File: src/rtl/piso_serializer.sv
`default_nettype none
// ============================================================================
// Module   : piso_serializer
// Purpose  : Parallel-in/serial-out front end with one-word holding buffer
// Revision : 1.0 - initial release
// ============================================================================
module piso_serializer #(
  parameter int WIDTH     = 8,
  parameter bit MSB_FIRST = 1'b1
) (
  input  logic             clk,
  input  logic             rst,
  input  logic [WIDTH-1:0] din,
  input  logic             din_valid,
  output logic             din_ready,
  input  logic             shift_en,
  output logic             sout,
  output logic             sout_valid,
  output logic             word_start,
  output logic             word_last
);

  localparam int                 c_CNT_W = (WIDTH > 2) ? $clog2(WIDTH) : 1;
  localparam logic [c_CNT_W-1:0] c_LAST  = c_CNT_W'(WIDTH - 1);

  logic [WIDTH-1:0]   r_sr;
  logic [WIDTH-1:0]   r_hr;
  logic               r_occ;
  logic               r_hf;
  logic [c_CNT_W-1:0] r_cnt;

  logic               w_accept;
  logic               w_consume;
  logic               w_last;
  logic [WIDTH-1:0]   w_shifted;
  logic               w_head;

  assign din_ready = !r_hf && !rst;
  assign w_accept  = din_valid && din_ready;
  assign w_consume = r_occ && shift_en;
  assign w_last    = w_consume && (r_cnt == c_LAST);

  generate
    if (MSB_FIRST) begin : g_msb_first
      assign w_shifted = {r_sr[WIDTH-2:0], 1'b0};
      assign w_head    = r_sr[WIDTH-1];
    end else begin : g_lsb_first
      assign w_shifted = {1'b0, r_sr[WIDTH-1:1]};
      assign w_head    = r_sr[0];
    end
  endgenerate

  always_ff @(posedge clk) begin
    if (rst) begin
      r_sr  <= '0;
      r_hr  <= '0;
      r_occ <= 1'b0;
      r_hf  <= 1'b0;
      r_cnt <= '0;
    end else begin
      if (w_consume) begin
        if (w_last) begin
          r_cnt <= '0;
          if (r_hf) begin
            r_sr <= r_hr;
            r_hf <= 1'b0;
          end else begin
            r_occ <= 1'b0;
          end
        end else begin
          r_sr  <= w_shifted;
          r_cnt <= r_cnt + c_CNT_W'(1);
        end
      end
      // An accept implies HF=0, so a last-bit consume here frees SR for din.
      if (w_accept) begin
        if (!r_occ || w_last) begin
          r_sr  <= din;
          r_occ <= 1'b1;
          r_cnt <= '0;
        end else begin
          r_hr <= din;
          r_hf <= 1'b1;
        end
      end
    end
  end

  assign sout_valid = r_occ;
  assign sout       = r_occ & w_head;
  assign word_start = r_occ && (r_cnt == '0);
  assign word_last  = r_occ && (r_cnt == c_LAST);

endmodule
`default_nettype wire

File: config.mk
export PLATFORM = sky130hd
export DESIGN_NAME = piso_serializer
export DESIGN_NICKNAME = d
export VERILOG_FILES = /design/src/rtl/piso_serializer.sv
export SDC_FILE = /design/constraint.sdc
export NUM_CORES = 1
export LEC_CHECK = 0
export CAP_MARGIN = 30
export CORE_ASPECT_RATIO = 1.75
export CORE_MARGIN = 4
export CORE_UTILIZATION = 55
export DETAILED_ROUTE_END_ITERATION = 7
export DONT_BUFFER_PORTS = 1
export PLACE_DENSITY = 0.74
export RECOVER_POWER = 100
export SLEW_MARGIN = 20
export SYNTH_ARGS = -nofsm -noshare
export SYNTH_HDL_FRONTEND = slang
export SYNTH_SLANG_ARGS = --single-unit
File: constraint.sdc
create_clock -name clk -period 4.1 [get_ports clk]
set_clock_uncertainty 0.05 [all_clocks]
set_input_delay 0.82 -clock clk [delete_from_list [all_inputs] [get_ports clk]]
set_output_delay 0.82 -clock clk [all_outputs]
set_load 0.01 [all_outputs]
==> results of run 1 <==
[cell families (layout without fill, tap and decap cells)]
kind of cell,after synthesis,count (layout)
simple gates,56,56
mux,2,2
fa+ha+maj,3,3
buf+inv,17,6
compound gates,46,46
flops,21,21
[through the flow]
step	std cells	setup slack (ns)	util (%)	hold WS, ns
floorplan	145	1.94	-	0.405
global placement	154	1.88	55.4	0.405
detailed placement	154	1.80	55.4	0.410
CTS	158	1.43	56.7	0.428
global route	158	1.30	56.2	0.444
finish	158	1.45	56.2	0.422
[synthesized netlist by cell type (2+ instances only)]
cell type / count
a21oi_1: 18
a311oi_1: 9
and2_1: 2
and4_1: 8
and4b_1: 8
buf_2: 6
buf_6: 2
clkbuf_1: 5
dfxtp_1: 21
ha_1: 3
inv_1: 2
mux2i_1: 2
nand2_1: 3
nand3_1: 8
nor2_1: 2
nor2b_1: 8
nor3_1: 10
o21ai_0: 3
o21ai_1: 14
[power by group]
| part | internal (mW) | switching (mW) |
|---|---|---|
| registers | 0.214 | 0.0139 |
| logic | 0.0185 | 0.0243 |
| clock network | 0.0366 | 0.0688 |
| total | 0.269 | 0.107 |
[routing by layer]
| layer | GRT usage [%] | vias up | routed length, microns |
|---|---|---|---|
| li1 | - | 528 | - |
| met1 | 21.5 | 490 | 1140 |
| met2 | 29.9 | 15 | 1240 |
| met3 | 4.07 | 5 | 84 |
| met4 | 8.05 | 0 | 52 |
| met5 | 0 | - | 0 |
[critical path, stage by stage, from the launching register on]
cell and delay [ns]:
dfxtp_1 0.39, ha_1 0.17, ha_1 0.61, and2_0 0.29
[state kept, by name, summed over array words and instances (netlist names)]
signal and flops:
r_hr 8, r_sr 8, r_cnt 3, sout_valid 1, r_hf 1
[layout make-up]
class | count | share of cell area (%)
Clock buffer | 3 | 1.87
Clock inverter | 1 | 0.415
Inverter | 2 | 0.622
Multi-Input combinational cell | 107 | 59.8
Sequential cell | 21 | 34.8
Tap cell | 24 | 2.49
[path summary, 6_finish.rpt]
| kind | start | to | slack [ns] | depth (start not counted) |
|---|---|---|---|---|
| worst max register to register | r_cnt[0]$_SDFF_PP0_ | r_sr[7]$_SDFF_PP0_ | 1.89 | 5 |
| worst min-delay path | r_hr[5]$_SDFFE_PP0P_ | r_hr[5]$_SDFFE_PP0P_ | 0.42 | 2 |
| worst min register to register | r_hr[5]$_SDFFE_PP0P_ | r_hr[5]$_SDFFE_PP0P_ | 0.42 | 2 |
| worst max-delay path | r_cnt[0]$_SDFF_PP0_ | word_last | 1.45 | 3 |
==> out/results.tsv, run 1 <==
stage	metric	value	unit
synthesis	synthSimpleGateAreaFrac	31.2	%
drt	ant_nets	0	
synthesis	async_flop_share	0	%
drt	wl_per_cell	16.0	microns
timing	slew_headroom	48.3	%
cells_and_area	multi_input_area	722	sq um
cts	cts_resized	0	
synthesis	syn_area	1250	sq um
drt	totalWireLength	2.52	mm
synthesis	synthAdderAreaFrac	2.99	%
grt	antenna_found_initial	0	
timing	hold_viol	0	
timing	clock.fmax	0.377	GHz
grt	grtUsageTotal	18.0	%
synthesis	synth_top_family_by_area	simple AND/OR/NAND/NOR gates	
worst_hold_path	hold_path.class	register to register	
die	num_rows	22	
grt	grt_max_degree	27	
setup_path	path_class	register to output pin	
power	power	0.376	mW
cts	clk_latency	0.32	ns
placement	io_buffers	0	
cells_and_area	area_delta_synth_final	-3.69	%
timing	drv_slew	0	
synthesis	yosys.area.top_type	dfxtp_1	
synthesis	ys_seq_elements	21	
placement	dp_hpwl	1.65	mm
timing	timing.final.crit_share	64.6	%
setup_path	cp_max_fo	22	
cells_and_area	fillers	196	
grt	grt-ovfl-total	0	
die	coreArea	2150	sq um
drt	routed_via_density	6.57	
synthesis	ys_warn_count	0	
setup_path	required	3.23	ns
cells_and_area	antenna_cells	0	
synthesis	synth-edff-count	0	
timing	setup_viol	0	
die	io_pins	17	
outcome	status	completed	
cts	clkSlewWorstSetupHoldPaths	0.13	ns
timing	rsz0062_at_grt	false	
die	die_area	3140	sq um
grt	grt_pass1_vias	973	
synthesis	synthXorXnorAreaFrac	0	%
setup_path	crit_path_start_kind	register	
die	fp.dieH	71.2	microns
synthesis	synth.distinct_cells	30	
synthesis	yosysSeqAreaShare	33.5	%
flow_run	max-cap-violations	0	
placement	dpl_cell_area	1190	sq um
cts	clock-sinks	21	
power	ir_drop	0.224	mV
synthesis	synthTopCellsByArea	dfxtp_1 34%, a21oi_1 7.2%, and4b_1 6.4%	
synthesis	synth_area_per_cell	8.65	sq um
synthesis	synth_mux_area_share	1.60	%
cells_and_area	final_common_cell	dfxtp_1	
timing	worstMarginPinSlew	0.774	ns
die	die_w	44.1	microns
cts	cts_tree	built	
die	start_util	58.4	%
cells_and_area	final_cell_mix	21 x dfxtp_1, 18 x a21oi_1, 10 x nor3_1	
cts	hold_buffers	0	
cells_and_area	nets	150	
power	p_leak	0.436	nW
cts	htreeDepth	1	
placement	place_congestion	0.792	
timing	post-route-min-period	2.65	ns
setup_path	cp.arrival	1.78	ns
setup_path	critPathCaptureType	output pin	
cells_and_area	final_layout_size_suffix_gt1_share	5.22	%
drt	drtPass1Iterations	4	
power	pwr_density_cell	312	nW/um^2
drt	via_count	1038	
synthesis	yosysTopAreaCellShare	33.5	%
synthesis	synth-compound-area-share	22.6	%
cells_and_area	fin_area	1210	sq um
synthesis	syn-num-nets	160	
cells_and_area	seq_area	420	sq um
drt	dr.first_iter.drc_count	25	
cts	cts_setup_buffers	0	
drt	drc	0	
cts	cts_max_path_buffers	2	
synthesis	synth_ff_type	dfxtp_1	
synthesis	synthCells	145	
timing	setup_tns	0	ns
grt	grt_pass1_wl	4.42	mm
cts	cts_buffers	3	
cts	root_buffer	clkbuf_4	
No activity file was read; power rests on OpenSTA's default activity.
==> run 2, diff against run 1 <==
Settings changed: PLACE_DENSITY 0.74 to 0.77.
Clock period 4.1 ns to 2.2 ns, I/O delays scaled along.
==> run 2 against run 1 <==
Compared with the run above: largest cell class unchanged; critical path depth unchanged; highest routed layer unchanged; final cell count is 2.5% higher; critical endpoint unchanged; hold slack lost 0.28 ns.
==> out/results.tsv, run 2 (synthesized netlist as in run 1, its figures left out) <==
stage	metric	value	unit	change
worst_hold_path	hold_path.class	input port to register		was register to register
cells_and_area	fillers	195		was 196
setup_path	cp.arrival	1.53	ns	was 1.78 ns
flow_run	max-cap-violations	0		unchanged
outcome	status	completed		unchanged
cts	clkSlewWorstSetupHoldPaths	0.11	ns	was 0.13 ns
timing	setup_tns	0	ns	unchanged
cells_and_area	largestRegisters	r_hr (8), r_sr (8), r_cnt (3)		unchanged
cells_and_area	multi_input_area	724	sq um	was 722 sq um
power	pwr_density_cell	570	nW/um^2	was 312 nW/um^2
cells_and_area	area_delta_synth_final	-1.70	%	was -3.69%
timing	setup_viol	0		unchanged
setup_path	path_class	register to output pin		unchanged
setup_path	ff2ff_path_depth	5		unchanged
timing	hold_viol	0		unchanged
power	ir_drop	0.348	mV	was 0.224 mV
setup_path	crit_end	word_last		unchanged
drt	dr.first_iter.drc_count	49		was 25
cts	root_buffer	clkbuf_4		unchanged
cts	cts_buffers	3		unchanged
timing	drv_slew	0		unchanged
cts	cts_resized	0		unchanged
cts	clock-sinks	21		unchanged
die	io_pins	17		unchanged
placement	place_ws	0.328	ns	was 1.80 ns
placement	io_buffers	0		unchanged
die	die_w	44.1	microns	unchanged
setup_path	rrSetupSlack	0.28	ns	was 1.89 ns
setup_path	rr_endpoint	r_sr[5]$_SDFF_PP0_		was r_sr[7]$_SDFF_PP0_
die	fp.dieH	71.2	microns	unchanged
drt	wl_per_cell	17.1	microns	was 16.0 microns
drt	drtPass1Iterations	4		unchanged
grt	grt-ovfl-total	0		unchanged
die	num_rows	22		unchanged
setup_path	r2r_start	r_cnt[0]$_SDFF_PP0_		unchanged
cells_and_area	final_common_cell	dfxtp_1		unchanged
cts	hold_buffers	0		unchanged
cells_and_area	final_cell_mix	21 x dfxtp_1, 18 x a21oi_1, 13 x o21ai_1		was 21 x dfxtp_1, 18 x a21oi_1, 10 x nor3_1
placement	place_congestion	0.771		was 0.792
setup_path	worstSetupStartpoint	r_cnt[0]$_SDFF_PP0_		unchanged
cts	cts_tree	built		unchanged
grt	grtUsageTotal	19.4	%	was 18.0%
drt	via_count	1065		was 1038
grt	grt_pass1_wl	4.78	mm	was 4.42 mm
die	die_area	3140	sq um	unchanged
setup_path	crit_path_start_kind	register		unchanged
timing	layout_setup_ws	0.177	ns	was 1.45 ns
cells_and_area	final_layout_size_suffix_gt1_share	7.25	%	was 5.22%
setup_path	required	1.71	ns	was 3.23 ns
cts	cts_max_path_buffers	2		unchanged
timing	worstMarginPinSlew	0.651	ns	was 0.774 ns
drt	routed_via_density	6.57		about the same
setup_path	critPathCaptureType	output pin		unchanged
grt	antenna_found_initial	0		unchanged
cts	clk_latency	0.31	ns	was 0.32 ns
die	start_util	58.4	%	unchanged
setup_path	cp_max_fo	11		was 22
drt	ant_nets	0		unchanged
cts	htreeDepth	1		unchanged
timing	post-route-min-period	2.02	ns	
grt	grt_max_degree	25		was 27
power	p_leak	0.450	nW	was 0.436 nW
timing	clock.fmax	0.494	GHz	
drt	totalWireLength	2.77	mm	was 2.52 mm
grt	grt_pass1_vias	1065		was 973
cells_and_area	seq_area	420	sq um	unchanged
die	coreArea	2150	sq um	unchanged
cts	cts_setup_buffers	0		unchanged
placement	dp_hpwl	1.89	mm	was 1.65 mm
cells_and_area	antenna_cells	0		unchanged
worst_hold_path	min_from	rst		was r_hr[5]$_SDFFE_PP0P_
cells_and_area	nets	154		was 150
timing	timing.final.crit_share	92.0	%	
timing	rsz0062_at_grt	false		unchanged
timing	slew_headroom	56.6	%	was 48.3%
drt	drc	0		unchanged
[run 2: through the flow]
step | utilization (%) | hold WS, ns | total power [mW] | cell area [sq um] | instances
after CTS | 58.0 | 0.133 | 0.708 | 1250 | 162
after floorplan | - | 0.405 | 0.520 | 1250 | 145
final | 57.4 | 0.138 | 0.702 | 1230 | 162
after detailed placement | 56.8 | 0.412 | 0.526 | 1220 | 158
after global placement | 56.8 | 0.404 | 0.522 | 1220 | 158
after global routing | 57.4 | 0.122 | 0.737 | 1230 | 162
[run 2: how the worst min path moves through the flow]
stage                           endpoint  slack, ns  cells past startpoint
floorplan           r_hr[0]$_SDFFE_PP0P_       0.40                      2
global placement    r_hr[4]$_SDFFE_PP0P_       0.40                      2
detailed placement  r_hr[5]$_SDFFE_PP0P_       0.41                      2
CTS                 r_hr[6]$_SDFFE_PP0P_       0.13                      1
global route        r_hr[3]$_SDFFE_PP0P_       0.12                      1
finish              r_hr[5]$_SDFFE_PP0P_       0.14                      1
[run 2: critical path: stages (launching register included)]
cell and delay, ns:
dfxtp_1 0.40, ha_1 0.16, ha_1 0.38, and2_0 0.29
[run 2: layout make-up]
type,count,share of cell area (%)
Multi-Input combinational cell,107,58.8
Sequential cell,21,34.1
Tap cell,24,2.44
Clock buffer,4,2.13
Timing Repair Buffer,4,1.93
Inverter,2,0.609
[run 2: per-layer routing]
metal	global-route usage (%)	vias to the layer above	wire, microns
li1	-	530	-
met1	23.7	500	1080
met2	32.1	28	1500
met3	3.31	7	133
met4	8.72	0	51
met5	0	-	0
[run 2: where the power goes]
group	switching (mW)	total, mW	internal [mW]	leakage, nW
clock network	0.118	0.189	0.0708	0.0150
logic	0.0649	0.103	0.0381	0.264
registers	0.0117	0.411	0.399	0.171
total	0.194	0.702	0.508	0.450
